$ cat config.mk
export PLATFORM = sky130hd
export DESIGN_NAME = fetch_controller
export DESIGN_NICKNAME = d
export VERILOG_FILES = /design/src/rtl/fetch_controller.sv
export SDC_FILE = /design/constraint.sdc
export NUM_CORES = 1
export LEC_CHECK = 0
export ABC_AREA = 1
export BUFFER_PORTS_ARGS = -buffer_cell sky130_fd_sc_hd__buf_2
export CAP_MARGIN = 40
export CORE_MARGIN = 10
export CORE_UTILIZATION = 50
export CTS_CLUSTER_DIAMETER = 200
export CTS_CLUSTER_SIZE = 40
export DETAILED_ROUTE_END_ITERATION = 7
export PLACE_DENSITY = 0.78
export SKIP_CTS_REPAIR_TIMING = 1
export SYNTH_ARGS = -nofsm -noshare
export SYNTH_HDL_FRONTEND = slang
export SYNTH_SLANG_ARGS = --single-unit
$ cat constraint.sdc
create_clock -name clk -period 5.2 [get_ports clk]
set_clock_uncertainty 0.05 [all_clocks]
set_input_delay 0.52 -clock clk [delete_from_list [all_inputs] [get_ports clk]]
set_output_delay 0.52 -clock clk [all_outputs]
set_load 0.05 [all_outputs]
$ cat src/rtl/fetch_controller.sv
// Instruction fetch sequencer: owns the PC, issues credit-limited word fetches,
// buffers returned words in a small FIFO and flushes everything on a redirect.
module fetch_controller #(
    parameter logic [31:0] RESET_PC = 32'h0000_0000,
    parameter int unsigned DEPTH    = 2
) (
    input  logic        clk,
    input  logic        reset,
    input  logic        fetch_en,
    input  logic        redirect_valid,
    input  logic [31:0] redirect_pc,
    output logic        imem_req,
    output logic [31:0] imem_addr,
    input  logic        imem_rvalid,
    input  logic [31:0] imem_rdata,
    output logic        instr_valid,
    input  logic        instr_ready,
    output logic [31:0] instr,
    output logic [31:0] instr_pc,
    output logic        busy
);

    localparam int unsigned PW = $clog2(DEPTH);
    localparam int unsigned CW = $clog2(DEPTH) + 1;
    localparam logic [CW:0] DEPTH_SUM = (CW + 1)'(DEPTH);
    localparam logic [CW-1:0] DEPTH_CNT = CW'(DEPTH);

    typedef enum logic [1:0] {
        IDLE,
        RUN,
        DRAIN
    } state_t;

    state_t        state;
    logic [31:0]   pc;
    logic [CW-1:0] outstanding;
    logic [CW-1:0] drop_cnt;
    logic [CW-1:0] fifo_count;
    logic [PW-1:0] fifo_wr;
    logic [PW-1:0] fifo_rd;
    logic [PW-1:0] aq_wr;
    logic [PW-1:0] aq_rd;

    logic [31:0]   fifo_data [DEPTH];
    logic [31:0]   fifo_pc   [DEPTH];
    logic [31:0]   aq_pc     [DEPTH];

    logic          credit;
    logic          issue;
    logic          accept;
    logic          drop;
    logic          push;
    logic          pop;
    logic [CW:0]   in_use;
    logic [CW-1:0] out_nxt;
    logic          unused_pc_bits;

    assign unused_pc_bits = ^redirect_pc[1:0];

    // NOTE: every signal gets a value before any condition, so no latch can be inferred.
    always_comb begin
        in_use  = {1'b0, outstanding} + {1'b0, fifo_count};
        credit  = in_use < DEPTH_SUM;
        issue   = (state == RUN) && credit && !redirect_valid;
        // A response with nothing outstanding is a leftover from before reset.
        accept  = imem_rvalid && (outstanding != '0);
        drop    = accept && (redirect_valid || (drop_cnt != '0));
        push    = accept && !drop;
        pop     = instr_valid && instr_ready && !redirect_valid;
        out_nxt = outstanding + CW'(issue) - CW'(accept);
    end

    // NOTE: state registers use non-blocking assignments so every flop samples pre-edge values.
    always_ff @(posedge clk or negedge reset) begin
        if (!reset) begin
            state <= IDLE;
        end else begin
            case (state)
                IDLE:    if (fetch_en) state <= RUN;
                RUN:     if (!fetch_en) state <= DRAIN;
                DRAIN: begin
                    if (fetch_en)             state <= RUN;
                    else if (out_nxt == '0)   state <= IDLE;
                end
                default: state <= IDLE;
            endcase
        end
    end

    always_ff @(posedge clk or negedge reset) begin
        if (!reset) begin
            pc          <= RESET_PC;
            outstanding <= '0;
            drop_cnt    <= '0;
            fifo_count  <= '0;
            fifo_wr     <= '0;
            fifo_rd     <= '0;
            aq_wr       <= '0;
            aq_rd       <= '0;
        end else begin
            outstanding <= out_nxt;
            if (redirect_valid) begin
                // No issue this cycle, so out_nxt is exactly the in-flight count to discard.
                pc         <= {redirect_pc[31:2], 2'b00};
                drop_cnt   <= out_nxt;
                fifo_count <= '0;
                fifo_wr    <= '0;
                fifo_rd    <= '0;
                aq_wr      <= '0;
                aq_rd      <= '0;
            end else begin
                if (issue) begin
                    pc    <= pc + 32'd4;
                    aq_wr <= aq_wr + 1'b1;
                end
                if (drop) drop_cnt <= drop_cnt - 1'b1;
                if (push) begin
                    fifo_wr <= fifo_wr + 1'b1;
                    aq_rd   <= aq_rd + 1'b1;
                end
                if (pop) fifo_rd <= fifo_rd + 1'b1;
                fifo_count <= fifo_count + CW'(push) - CW'(pop);
            end
        end
    end

    // NOTE: storage arrays are not reset; occupancy counters alone decide what is valid.
    always_ff @(posedge clk) begin
        if (issue) aq_pc[aq_wr] <= pc;
        if (push) begin
            fifo_data[fifo_wr] <= imem_rdata;
            fifo_pc[fifo_wr]   <= aq_pc[aq_rd];
        end
    end

    // The strobe stays combinational so a same-cycle redirect can suppress it.
    assign imem_req    = issue;
    assign imem_addr   = pc;
    assign instr_valid = fifo_count != '0;
    assign instr       = instr_valid ? fifo_data[fifo_rd] : '0;
    assign instr_pc    = instr_valid ? fifo_pc[fifo_rd] : '0;
    assign busy        = (state != IDLE) || (outstanding != '0);

    a_no_underflow: assert property (@(posedge clk) disable iff (!reset)
        imem_rvalid |-> outstanding != '0);
    a_outstanding_bound: assert property (@(posedge clk) disable iff (!reset)
        outstanding <= DEPTH_CNT);
    a_drop_bound: assert property (@(posedge clk) disable iff (!reset)
        drop_cnt <= outstanding);
    a_fifo_no_overflow: assert property (@(posedge clk) disable iff (!reset)
        (push && !pop) |-> fifo_count < DEPTH_CNT);

endmodule

==> results by group <==
Floorplan
  – I/O pins: 169
  – Chip Height: ~160 um
  – Core ar.: 18800 um^2
  – Floorplan row count: 50
  – Total Die Area: 25200 um^2
  – Horiz. Die Dim: 159 um
  – Initial core utilization: slightly above 50%

Global route
  – GRT overflow: 0
  – Initial antenna violation count: 0
  – Vias in the first global route: roughly 6.5k
  – Global-route wire length before repair: 34500 um
  – Largest net degree at the start of global routing: 63
  – GRT Overall Usage: 16.5%

Pwr
  – Internal power: ~3.0 mW
  – Pleak: between 4 and 5 nW
  – Worst VDD drop: roughly 0.27 mV
  – Sw frac: 40.4%
  – Combinational fraction of design power: 34.8%
  – Clock power share: 16.7%
  – Sw Pwr: 2.05 mW
  – Power density over cell area: ~460 nW/um^2
  – Flop pwr share: 48.5%

Placed design
  – Detailed Place HPWL: 14600 um
  – Number of buffers added on ports: 162
  – Routability Congestion: between 0.8 and 0.9
  – Cell Area, Placed: roughly 11000 um^2

Setup path
  – Critical Path Source Type: flop
  – CP Capture Type: output port
  – Critical path class: reg2out
  – Arr. time, crit path: 2.73 ns
  – CP required: 4.63 ns
  – Worst-path fanout max: 24

Route
  – DRT met1 WL: 9710 um
  – Top sig layer: met4
  – Vias per std cell: 5.17
  – Vias: 6508
  – WL final: 21600 um
  – Initial drt markers: roughly 640
  – Met3 WL: 1470 um
  – DRC Markers: 0
  – Metal2 WL: 10100 um
  – Post-DR wirelength/cell: 17.2 um
  – Drt first pass iters: 5
  – ANT nets after route: 0

STA
  – RSZ-0062 raised after global routing: no
  – Max Slew Vio Count: 0
  – Period utilization: 63.5%
  – Final Hold Vio Count: 0
  – Final hold slack: 0.174 ns
  – # setup viols final: 0
  – Tmin final: 3.30 ns
  – Max-slew headroom: roughly 45%
  – Tightest Pin Transition: 0.828 ns
  – Fmax: 303 MHz
  – Fin Setup TNS: 0 ns

CTS
  – CTS buffer count: 9
  – Root Driver: clkbuf_16
  – H-tree depth: 1
  – Clock Sinks: 226
  – CTS clock-pin slew for the worst setup and hold paths: around 0.14 ns
  – CTS Buffer Depth: 3
  – Clk Latency, worst-skew pair: around 0.47 ns
  – CTS tree: yes

Yosys
  – FF+latch count, synth: 226
  – Post-synth top area cell: edfxtp_1
  – Synthesized cell area: 9620 um^2
  – Yosys warns: 0
  – Synth Instances: 844
  – Ranking of synthesized cells by area: edfxtp_1 (57%), dfrtp_1 (11%), nand2_1 (11%), mux2_2 (3.5%), a21oi_1 (3.5%)
  – Average cell area after synthesis: 11.4 um^2
  – Synth top area share: 57.4%
  – Sequential fraction of the synthesis area: 68.3%
  – Unique masters post-synth: 35

Cells and area
  – Post-route cell area: around 11000 um^2
  – Diode count: 0
  – Area occupied by multi-input gates: roughly 2700 um^2
  – Fill cells: ~1.5k
  – Register area: 6580 um^2
  – Area growth, synth to finish: 14.4%
  – Fin nets: 1073
  – Layout cells sized above 1: between 20 and 25%
  – Final Core Density: 58.4%

Outcome
  – Outcome: finished clean

Run
  – Max cap viols: 0

Worst hold path
  – Hold/Removal Path Class: in2reg
## worst max-delay path, stage by stage, from the launching register on
cell,delay (ns)
dfrtp_1,0.45
inv_1,0.08
fa_1,0.57
nand4_4,0.20
nor2_4,0.56
buf_2,0.39
## power by group through the flow
stage	Clock, mW	Sequential [mW]	Combinational (mW)
finish	0.847	2.45	1.76
global route	0.920	2.48	1.91
CTS	0.865	2.45	1.78
detailed placement	0	2.49	1.77
global placement	0	2.48	1.73
floorplan	0	2.63	1.12
## per-stage QoR
step	std cells	setup slack [ns]	total power, mW
2_1_floorplan	847	1.15	3.76
3_3_place_gp	1242	2.01	4.21
3_5_place_dp	1244	1.91	4.26
4_1_cts	1257	1.88	5.09
5_1_grt	1258	1.75	5.31
6_report	1258	1.90	5.06
## synthesized netlist by cell type
cell type and number:
nand2_1 272, edfxtp_1 184, a21oi_1 67, inv_1 48, nand3_1 43, dfrtp_1 42, nor2_1 39, mux2_2 30
clkbuf_1 22, o21ai_0 14, buf_2 9, xor2_1 8, nor2_2 7, nor3_1 7, ha_1 6, nor2_4 5
o211ai_1 5, xnor2_1 5, buf_4 4, nand2_2 4, inv_2 3, nand4_1 3, o21bai_1 3, nand2_4 2
or2_2 2, a31oi_1 1, buf_1 1, conb_1 1, fa_1 1, nand3b_1 1, nand4_4 1, nor2_8 1
o22a_1 1, o311ai_0 1, o31ai_1 1
## flip-flops by register name, indices dropped and copies added, names as in the netlist
register and count:
drop_cnt 2, fifo_pc 60, aq_pc 60, fifo_count 2, state 2, imem_addr 30, aq_rd 1, fifo_data 64
aq_wr 1, outstanding 2, fifo_rd 1, fifo_wr 1
## cell usage in the layout (no fill, tap or decap), types with 2 or more instances in the layout
cell       Yosys  layout
nand4_1        3       3
conb_1         1       4
nand3_1       43      43
a21oi_1       67      67
clkbuf_16      0       9
nand2_1      272     272
buf_4          4       9
o21ai_0       14      14
nor2_1        39      35
edfxtp_1     184     184
inv_2          3       3
inv_1         48      48
xnor2_1        5       5
nand2_2        4       4
o211ai_1       5       5
buf_2          9     162
or2_2          2       2
dfrtp_1       42      41
nor3_1         7       7
buf_12         0       2
ha_1           6       6
nor2_4         5       8
xor2_1         8       8
nand2_4        2       2
nor2_2         7       8
clkbuf_1      22       3
o21bai_1       3       3
mux2_2        30      30
## path summary, 6_finish.rpt
| path | startpoint | to | slack [ns] | cells after the start |
|---|---|---|---|---|
| hold / removal | imem_rdata[26] | fifo_data[1][26] | 0.17 | 1 |
| min in group asynchronous | reset | imem_addr[21] | 0.39 | 2 |
| hold reg to reg | state[1] | state[0] | 0.51 | 3 |
| max in group asynchronous | reset | fifo_rd | 4.23 | 3 |
| setup / recovery | fifo_count[1] | imem_req | 1.90 | 5 |
| setup reg to reg | fifo_count[1] | aq_pc[0][22] | 2.18 | 7 |
## cell type report
| type | instances | share of cell area [%] |
|---|---|---|
| clock buffers | 12 | 2.15 |
| clock inverters | 1 | 0.148 |
| inverters | 51 | 1.74 |
| multi-input cells | 534 | 24.8 |
| flip-flops and latches | 226 | 59.8 |
| well taps | 260 | 2.96 |
| repair buffers | 174 | 8.44 |
## kinds of logic after synthesis
group / after synthesis / share of synthesized area, %
AND/OR/NAND/NOR: 387 / 17.1
flip-flops: 226 / 68.3
AO/OA/AOI/OAI: 93 / 5.16
buffers and inverters: 87 / 3.67
multiplexers: 30 / 3.51
XOR/XNOR: 13 / 1.18
adder cells (fa/ha/maj): 7 / 0.988
other: 1 / 0.0390
## routing by layer
layer	vias up	GRT usage, %
met5	-	0
met3	23	3.59
met2	260	26.1
met1	3074	22.9
li1	3151	-
met4	0	3.57
(Power assumes the default switching activity.)
